[src/rtl/ysyx_22041071_axi_r_arb_if.sv]
// Signal bundle between the two read requesters, the round-robin arbiter and the AXI read master.
interface ysyx_22041071_axi_r_arb_if #(
    parameter int unsigned ADDR_W = 64,
    parameter int unsigned DATA_W = 64,
    parameter int unsigned LEN_W  = 8,
    parameter int unsigned ID_W   = 4
);
    logic              m0_req_valid;
    logic [ADDR_W-1:0] m0_req_addr;
    logic [LEN_W-1:0]  m0_req_len;
    logic [1:0]        m0_req_size;
    logic              m0_req_ready;
    logic              m0_rsp_valid;

    logic              m1_req_valid;
    logic [ADDR_W-1:0] m1_req_addr;
    logic [LEN_W-1:0]  m1_req_len;
    logic [1:0]        m1_req_size;
    logic              m1_req_ready;
    logic              m1_rsp_valid;

    logic [DATA_W-1:0] rsp_data;
    logic [1:0]        rsp_resp;
    logic              rsp_last;

    logic              rd_req_valid;
    logic              rd_req_ready;
    logic [ID_W-1:0]   rd_id;
    logic [ADDR_W-1:0] rd_addr;
    logic [LEN_W-1:0]  rd_len;
    logic [1:0]        rd_size;
    logic              rd_resp_valid;
    logic              rd_resp_last;
    logic [DATA_W-1:0] rd_resp_data;
    logic [1:0]        rd_resp_resp;

    // Arbiter view.
    modport slave (
        input  m0_req_valid, m0_req_addr, m0_req_len, m0_req_size,
        input  m1_req_valid, m1_req_addr, m1_req_len, m1_req_size,
        output m0_req_ready, m0_rsp_valid, m1_req_ready, m1_rsp_valid,
        output rsp_data, rsp_resp, rsp_last,
        output rd_req_valid, rd_id, rd_addr, rd_len, rd_size,
        input  rd_req_ready, rd_resp_valid, rd_resp_last, rd_resp_data, rd_resp_resp
    );

    // Environment view (requesters plus read master).
    modport master (
        output m0_req_valid, m0_req_addr, m0_req_len, m0_req_size,
        output m1_req_valid, m1_req_addr, m1_req_len, m1_req_size,
        input  m0_req_ready, m0_rsp_valid, m1_req_ready, m1_rsp_valid,
        input  rsp_data, rsp_resp, rsp_last,
        input  rd_req_valid, rd_id, rd_addr, rd_len, rd_size,
        output rd_req_ready, rd_resp_valid, rd_resp_last, rd_resp_data, rd_resp_resp
    );
endinterface

[src/rtl/ysyx_22041071_axi_r_arb.sv]
// Round-robin arbiter sharing one AXI read master between fetch (port 0) and load/store (port 1).
// One transaction outstanding at a time; response beats are steered combinationally to the owner.
module ysyx_22041071_axi_r_arb #(
    parameter int unsigned ADDR_W = 64,
    parameter int unsigned DATA_W = 64,
    parameter int unsigned LEN_W  = 8,
    parameter int unsigned ID_W   = 4
) (
    input logic                   clk,
    input logic                   reset,
    ysyx_22041071_axi_r_arb_if.slave bus
);
    typedef enum logic [1:0] {
        IDLE = 2'd0,
        REQ  = 2'd1,
        WAIT = 2'd2
    } state_e;

    state_e            state_q, state_d;
    logic              last_grant_q, last_grant_d;
    logic              owner_q, owner_d;
    logic [ADDR_W-1:0] addr_q, addr_d;
    logic [LEN_W-1:0]  len_q, len_d;
    logic [1:0]        size_q, size_d;

    logic              winner_c;
    logic              m0_req_ready_c, m1_req_ready_c;
    logic              m0_rsp_valid_c, m1_rsp_valid_c;
    logic              rd_req_valid_c;
    logic [DATA_W-1:0] rsp_data_c;

    // On a tie the port that lost last time wins; otherwise the lone requester wins.
    assign winner_c = (bus.m0_req_valid && bus.m1_req_valid) ? ~last_grant_q : bus.m1_req_valid;

    always_comb begin
        state_d        = state_q;
        last_grant_d   = last_grant_q;
        owner_d        = owner_q;
        addr_d         = addr_q;
        len_d          = len_q;
        size_d         = size_q;
        m0_req_ready_c = 1'b0;
        m1_req_ready_c = 1'b0;
        m0_rsp_valid_c = 1'b0;
        m1_rsp_valid_c = 1'b0;
        rd_req_valid_c = 1'b0;
        case (state_q)
            IDLE: begin
                if (bus.m0_req_valid || bus.m1_req_valid) begin
                    m0_req_ready_c = ~winner_c;
                    m1_req_ready_c = winner_c;
                    addr_d         = winner_c ? bus.m1_req_addr : bus.m0_req_addr;
                    len_d          = winner_c ? bus.m1_req_len  : bus.m0_req_len;
                    size_d         = winner_c ? bus.m1_req_size : bus.m0_req_size;
                    owner_d        = winner_c;
                    last_grant_d   = winner_c;
                    state_d        = REQ;
                end
            end
            REQ: begin
                rd_req_valid_c = 1'b1;
                if (bus.rd_req_ready) begin
                    state_d = WAIT;
                end
            end
            WAIT: begin
                if (bus.rd_resp_valid) begin
                    m0_rsp_valid_c = ~owner_q;
                    m1_rsp_valid_c = owner_q;
                    if (bus.rd_resp_last) begin
                        state_d = IDLE;
                    end
                end
            end
            default: state_d = IDLE;
        endcase
    end

    always_ff @(posedge clk) begin
        if (reset) begin
            state_q      <= IDLE;
            last_grant_q <= 1'b1;
            owner_q      <= 1'b0;
            addr_q       <= '0;
            len_q        <= '0;
            size_q       <= '0;
        end else begin
            state_q      <= state_d;
            last_grant_q <= last_grant_d;
            owner_q      <= owner_d;
            addr_q       <= addr_d;
            len_q        <= len_d;
            size_q       <= size_d;
        end
    end

    assign rsp_data_c       = bus.rd_resp_data;
    assign bus.rsp_data     = rsp_data_c;
    assign bus.rsp_resp     = bus.rd_resp_resp;
    assign bus.rsp_last     = bus.rd_resp_last;
    assign bus.m0_req_ready = m0_req_ready_c;
    assign bus.m1_req_ready = m1_req_ready_c;
    assign bus.m0_rsp_valid = m0_rsp_valid_c;
    assign bus.m1_rsp_valid = m1_rsp_valid_c;
    assign bus.rd_req_valid = rd_req_valid_c;
    assign bus.rd_id        = ID_W'(owner_q);
    assign bus.rd_addr      = addr_q;
    assign bus.rd_len       = len_q;
    assign bus.rd_size      = size_q;
endmodule

[src/flat_wrapper.sv]
// flat-port wrapper written by rule: the top's interface ports become plain ports
module ysyx_22041071_axi_r_arb_flat 
#(
    parameter int unsigned ADDR_W = 64,
    parameter int unsigned DATA_W = 64,
    parameter int unsigned LEN_W  = 8,
    parameter int unsigned ID_W   = 4
)
  (clk, reset, bus_m0_req_valid, bus_m0_req_addr, bus_m0_req_len, bus_m0_req_size, bus_m1_req_valid, bus_m1_req_addr, bus_m1_req_len, bus_m1_req_size, bus_m0_req_ready, bus_m0_rsp_valid, bus_m1_req_ready, bus_m1_rsp_valid, bus_rsp_data, bus_rsp_resp, bus_rsp_last, bus_rd_req_valid, bus_rd_id, bus_rd_addr, bus_rd_len, bus_rd_size, bus_rd_req_ready, bus_rd_resp_valid, bus_rd_resp_last, bus_rd_resp_data, bus_rd_resp_resp);
  ysyx_22041071_axi_r_arb_if #(.ADDR_W(ADDR_W), .DATA_W(DATA_W), .LEN_W(LEN_W), .ID_W(ID_W)) bus_i ();
  input logic clk;
  input logic reset;
  input wire logic [$bits(bus_i.m0_req_valid)-1:0] bus_m0_req_valid;
  input wire logic [$bits(bus_i.m0_req_addr)-1:0] bus_m0_req_addr;
  input wire logic [$bits(bus_i.m0_req_len)-1:0] bus_m0_req_len;
  input wire logic [$bits(bus_i.m0_req_size)-1:0] bus_m0_req_size;
  input wire logic [$bits(bus_i.m1_req_valid)-1:0] bus_m1_req_valid;
  input wire logic [$bits(bus_i.m1_req_addr)-1:0] bus_m1_req_addr;
  input wire logic [$bits(bus_i.m1_req_len)-1:0] bus_m1_req_len;
  input wire logic [$bits(bus_i.m1_req_size)-1:0] bus_m1_req_size;
  output wire logic [$bits(bus_i.m0_req_ready)-1:0] bus_m0_req_ready;
  output wire logic [$bits(bus_i.m0_rsp_valid)-1:0] bus_m0_rsp_valid;
  output wire logic [$bits(bus_i.m1_req_ready)-1:0] bus_m1_req_ready;
  output wire logic [$bits(bus_i.m1_rsp_valid)-1:0] bus_m1_rsp_valid;
  output wire logic [$bits(bus_i.rsp_data)-1:0] bus_rsp_data;
  output wire logic [$bits(bus_i.rsp_resp)-1:0] bus_rsp_resp;
  output wire logic [$bits(bus_i.rsp_last)-1:0] bus_rsp_last;
  output wire logic [$bits(bus_i.rd_req_valid)-1:0] bus_rd_req_valid;
  output wire logic [$bits(bus_i.rd_id)-1:0] bus_rd_id;
  output wire logic [$bits(bus_i.rd_addr)-1:0] bus_rd_addr;
  output wire logic [$bits(bus_i.rd_len)-1:0] bus_rd_len;
  output wire logic [$bits(bus_i.rd_size)-1:0] bus_rd_size;
  input wire logic [$bits(bus_i.rd_req_ready)-1:0] bus_rd_req_ready;
  input wire logic [$bits(bus_i.rd_resp_valid)-1:0] bus_rd_resp_valid;
  input wire logic [$bits(bus_i.rd_resp_last)-1:0] bus_rd_resp_last;
  input wire logic [$bits(bus_i.rd_resp_data)-1:0] bus_rd_resp_data;
  input wire logic [$bits(bus_i.rd_resp_resp)-1:0] bus_rd_resp_resp;
  assign bus_i.m0_req_valid = bus_m0_req_valid;
  assign bus_i.m0_req_addr = bus_m0_req_addr;
  assign bus_i.m0_req_len = bus_m0_req_len;
  assign bus_i.m0_req_size = bus_m0_req_size;
  assign bus_i.m1_req_valid = bus_m1_req_valid;
  assign bus_i.m1_req_addr = bus_m1_req_addr;
  assign bus_i.m1_req_len = bus_m1_req_len;
  assign bus_i.m1_req_size = bus_m1_req_size;
  assign bus_m0_req_ready = bus_i.m0_req_ready;
  assign bus_m0_rsp_valid = bus_i.m0_rsp_valid;
  assign bus_m1_req_ready = bus_i.m1_req_ready;
  assign bus_m1_rsp_valid = bus_i.m1_rsp_valid;
  assign bus_rsp_data = bus_i.rsp_data;
  assign bus_rsp_resp = bus_i.rsp_resp;
  assign bus_rsp_last = bus_i.rsp_last;
  assign bus_rd_req_valid = bus_i.rd_req_valid;
  assign bus_rd_id = bus_i.rd_id;
  assign bus_rd_addr = bus_i.rd_addr;
  assign bus_rd_len = bus_i.rd_len;
  assign bus_rd_size = bus_i.rd_size;
  assign bus_i.rd_req_ready = bus_rd_req_ready;
  assign bus_i.rd_resp_valid = bus_rd_resp_valid;
  assign bus_i.rd_resp_last = bus_rd_resp_last;
  assign bus_i.rd_resp_data = bus_rd_resp_data;
  assign bus_i.rd_resp_resp = bus_rd_resp_resp;
  ysyx_22041071_axi_r_arb #(.ADDR_W(ADDR_W), .DATA_W(DATA_W), .LEN_W(LEN_W), .ID_W(ID_W)) u_core (.clk(clk), .reset(reset), .bus(bus_i));
endmodule
[config.mk]
export PLATFORM = sky130hd
export DESIGN_NAME = ysyx_22041071_axi_r_arb_flat
export DESIGN_NICKNAME = d
export VERILOG_FILES = /design/src/rtl/ysyx_22041071_axi_r_arb_if.sv /design/src/rtl/ysyx_22041071_axi_r_arb.sv /design/src/flat_wrapper.sv
export SDC_FILE = /design/constraint.sdc
export NUM_CORES = 1
export LEC_CHECK = 0
export ABC_AREA = 1
export BUFFER_PORTS_ARGS = -buffer_cell sky130_fd_sc_hd__buf_2
export CAP_MARGIN = 10
export CORE_AREA = 2 2 146 148
export DETAILED_ROUTE_END_ITERATION = 8
export DIE_AREA = 0 0 148 150
export GPL_TIMING_DRIVEN = 0
export PLACE_DENSITY = 0.51
export SLEW_MARGIN = 20
export SYNTH_ARGS = -nofsm -noshare
export SYNTH_HDL_FRONTEND = slang
export SYNTH_SLANG_ARGS = --single-unit
export TNS_END_PERCENT = 50
[constraint.sdc]
create_clock -name clk -period 1.48 [get_ports clk]
set_clock_uncertainty 0.1 [all_clocks]
set_input_delay 0.296 -clock clk [delete_from_list [all_inputs] [get_ports clk]]
set_output_delay 0.296 -clock clk [all_outputs]
set_load 0.01 [all_outputs]
==> flow_metrics.env <==
export IMPL_synthTopCellsByArea="dfxtp_1 (36%), nand2_1 (24%), buf_4 (13%)"
export IMPL_end_kind="output pin"
export IMPL_power_frac_clock=0.370
export IMPL_start_util=0.2110
export IMPL_hold_viol=0
export IMPL_period_share=1.148
export IMPL_use_met1=0.1822
export IMPL_cts_root_buf="clkbuf_16"
export IMPL_yosysTopAreaCell="dfxtp_1"
export IMPL_avgSynthCellArea_um2=6.477
export IMPL_worstSkewPairLatency_ns=0.34
export IMPL_core_um2=20690
export IMPL_ios=371
export IMPL_total_power_mw=7.135
export IMPL_grt_busiest_layer="met2"
export IMPL_layout_drive_gt1_share=0.4505
export IMPL_failed_checks="negative setup slack"
export IMPL_seqPwrFrac=0.338
export IMPL_start_kind="flop"
export IMPL_io_buffers=300
export IMPL_gp_congestion=0.7959
export IMPL_fmax_mhz=588.6
export IMPL_grt_overflow=0
export IMPL_firstDrtPassIters=6
export IMPL_grt_use_met2=0.2736
export IMPL_fin_crit_ns=1.699
export IMPL_pwr_share_comb=0.292
export IMPL_synth_top_family_by_area="simple AND/OR/NAND/NOR gates"
export IMPL_ys_warn_count=0
export IMPL_dp_cells=1251
export IMPL_min_path_type="input port to flop"
export IMPL_ys_ff_latch=78
export IMPL_p_int_mw=5.013
export IMPL_route_detailed_drc=0
export IMPL_detail_route_antenna_nets=0
export IMPL_fp_dieH_um=150
export IMPL_switching_share=0.2973
export IMPL_dieArea_um2=22200
export IMPL_pre_cts_slack_ns=-0.5071
export IMPL_clk_pin_slew_ns=0.06
export IMPL_synth_compound_area_frac=0.08942
export IMPL_grt_max_degree=13
export IMPL_netlist_area_leader_share=0.3577
export IMPL_setup_ws_ns=-0.2190
export IMPL_cts_buffer_depth=2
export IMPL_rsz0062_at_grt="true"
export IMPL_syn_instance_count=674
export IMPL_die_w_um=148
export IMPL_grt_pass1_wl_um=26290
export IMPL_arrival_ns=1.30
export IMPL_p_sw_mw=2.121
export IMPL_synthesis_area_um2=4365
export IMPL_routed_wl_um=17720
export IMPL_synthAdderAreaFrac=0
export IMPL_synth_xor_area_share=0
export IMPL_status="finished, violations left"
export IMPL_power_density_nw_per_um2=1033
export IMPL_relSlewSlack=0.6526
export IMPL_areaGrowthSynthToFinish_pct=58.21
export IMPL_worstMarginPinSlew_ns=0.5211
export IMPL_met3_usage=0.04329
export IMPL_drv_slew=0
export IMPL_ys_seq_area_frac=0.3577
export IMPL_timing_max_cap_violations=0
export IMPL_grt_usage=0.1536
export IMPL_clkSinkCount=78
export IMPL_irDropWorstVdd_uv=527.9
export IMPL_dr_total_vias=5257
export IMPL_place_detailed_hpwl_um=13770
export IMPL_cts_buffers=9
export IMPL_nets=1217
export IMPL_first_global_vias=4889
export IMPL_drtIter0Drc=166
export IMPL_required_ns=1.08
export IMPL_muxShareOfSynthArea=0
export IMPL_grt_antenna_before_repair=1
export IMPL_final_cell_mix="buf_2 (308), nand2_1 (274), buf_4 (82)"
export IMPL_htreeDepth=3
export IMPL_power_leakage_nw=3.776
export IMPL_setup_violations=5
export IMPL_routed_via_density=4.117
export IMPL_final_cells=1277
export IMPL_std_cell_rows=53
export IMPL_final_util=0.3338
export IMPL_post_drt_wl_per_cell_um=13.88
export IMPL_path_class="flop to output pin"
export IMPL_layout_commonest_cell="buf_2"
export IMPL_yosys_area_share_simple=0.3571
export IMPL_cp_max_fo=3
export IMPL_cts_tree="yes"
export IMPL_synth_cell_type_count=14
## flip-flops by register name, indices dropped and copies added (netlist names)
register             cells
u_core.bus.rd_len        8
u_core.owner_q           1
u_core.last_grant_q      1
u_core.bus.rd_addr      64
u_core.state_q           2
u_core.bus.rd_size       2
## stage by stage
stage               area [um2]  hold slack, ns  TNS (ns)
floorplan                 4373          0.3333         0
global placement          6218          0.3454    -21.68
detailed placement        6218          0.3526    -21.49
CTS                       6790         0.09735   -0.8096
global route              6904          0.1121    -1.844
finish                    6907          0.1162   -0.5487
## cells in the mapped netlist
cell type,count
nand2_1,278
nor2_1,7
buf_4,77
clkbuf_1,18
inv_2,1
a21oi_1,78
nand3b_1,15
buf_1,2
inv_1,21
dfxtp_1,78
buf_2,23
nand3_1,74
conb_1,1
nor2_2,1
## per-layer routing
metal / wire, um / share of wire
met5: 0 / 0
met4: 149 / 0.0084
met3: 1383 / 0.078
met2: 8961 / 0.51
met1: 7228 / 0.41
## cells by family after synthesis
family,after synthesis
other,1
AND/OR/NAND/NOR,375
AO/OA/AOI/OAI,78
buffers and inverters,142
flip-flops,78
## worst paths after layout
path	start	to	slack [ns]	cells past startpoint
hold reg to reg	u_core.bus.rd_addr[37]	u_core.bus.rd_addr[37]	0.36	2
setup reg to reg	u_core.last_grant_q	u_core.bus.rd_addr[53]	0.07	7
setup / recovery	u_core.last_grant_q	bus_m1_req_ready	-0.22	8
hold / removal	bus_rd_req_ready	u_core.state_q[1]	0.12	3
## cell type report
| class | instances | area, um2 |
|---|---|---|
| diodes | 1 | 2.502 |
| plain buffers | 117 | 925.9 |
| clock buffers | 13 | 260.3 |
| clock inverters | 3 | 90.09 |
| fillers | 2373 | 13780 |
| inverters | 22 | 92.59 |
| multi-input cells | 456 | 2011 |
| flip-flops and latches | 78 | 1569 |
| well taps | 275 | 344.1 |
| repair buffers | 312 | 1612 |
## worst max-delay path: stages, from the launching register on
cell     delay (ns)
dfxtp_2        0.33
nand2_4        0.08
nand2_4        0.06
buf_12         0.13
buf_8          0.12
inv_6          0.06
nand2_4        0.04
inv_2          0.06
buf_6          0.10
## power groups by stage
stage	combinational, mW	clock, mW	sequential, mW
2_1_floorplan	0.979	0	2.54
3_3_place_gp	1.91	0	2.44
3_5_place_dp	1.91	0	2.45
4_1_cts	2.05	2.73	2.41
5_1_grt	2.32	2.81	2.44
6_report	2.08	2.64	2.41
## what timing repair did
action                     in CTS  in global routing
gates resized for setup        57                 32
hold endpoints to repair        0                  0
hold buffers                    0                  0
setup endpoints to repair      82                 76
pin swaps                       3                  5
buffers inserted                8                  4
Power figures use the tool's default switching activity.
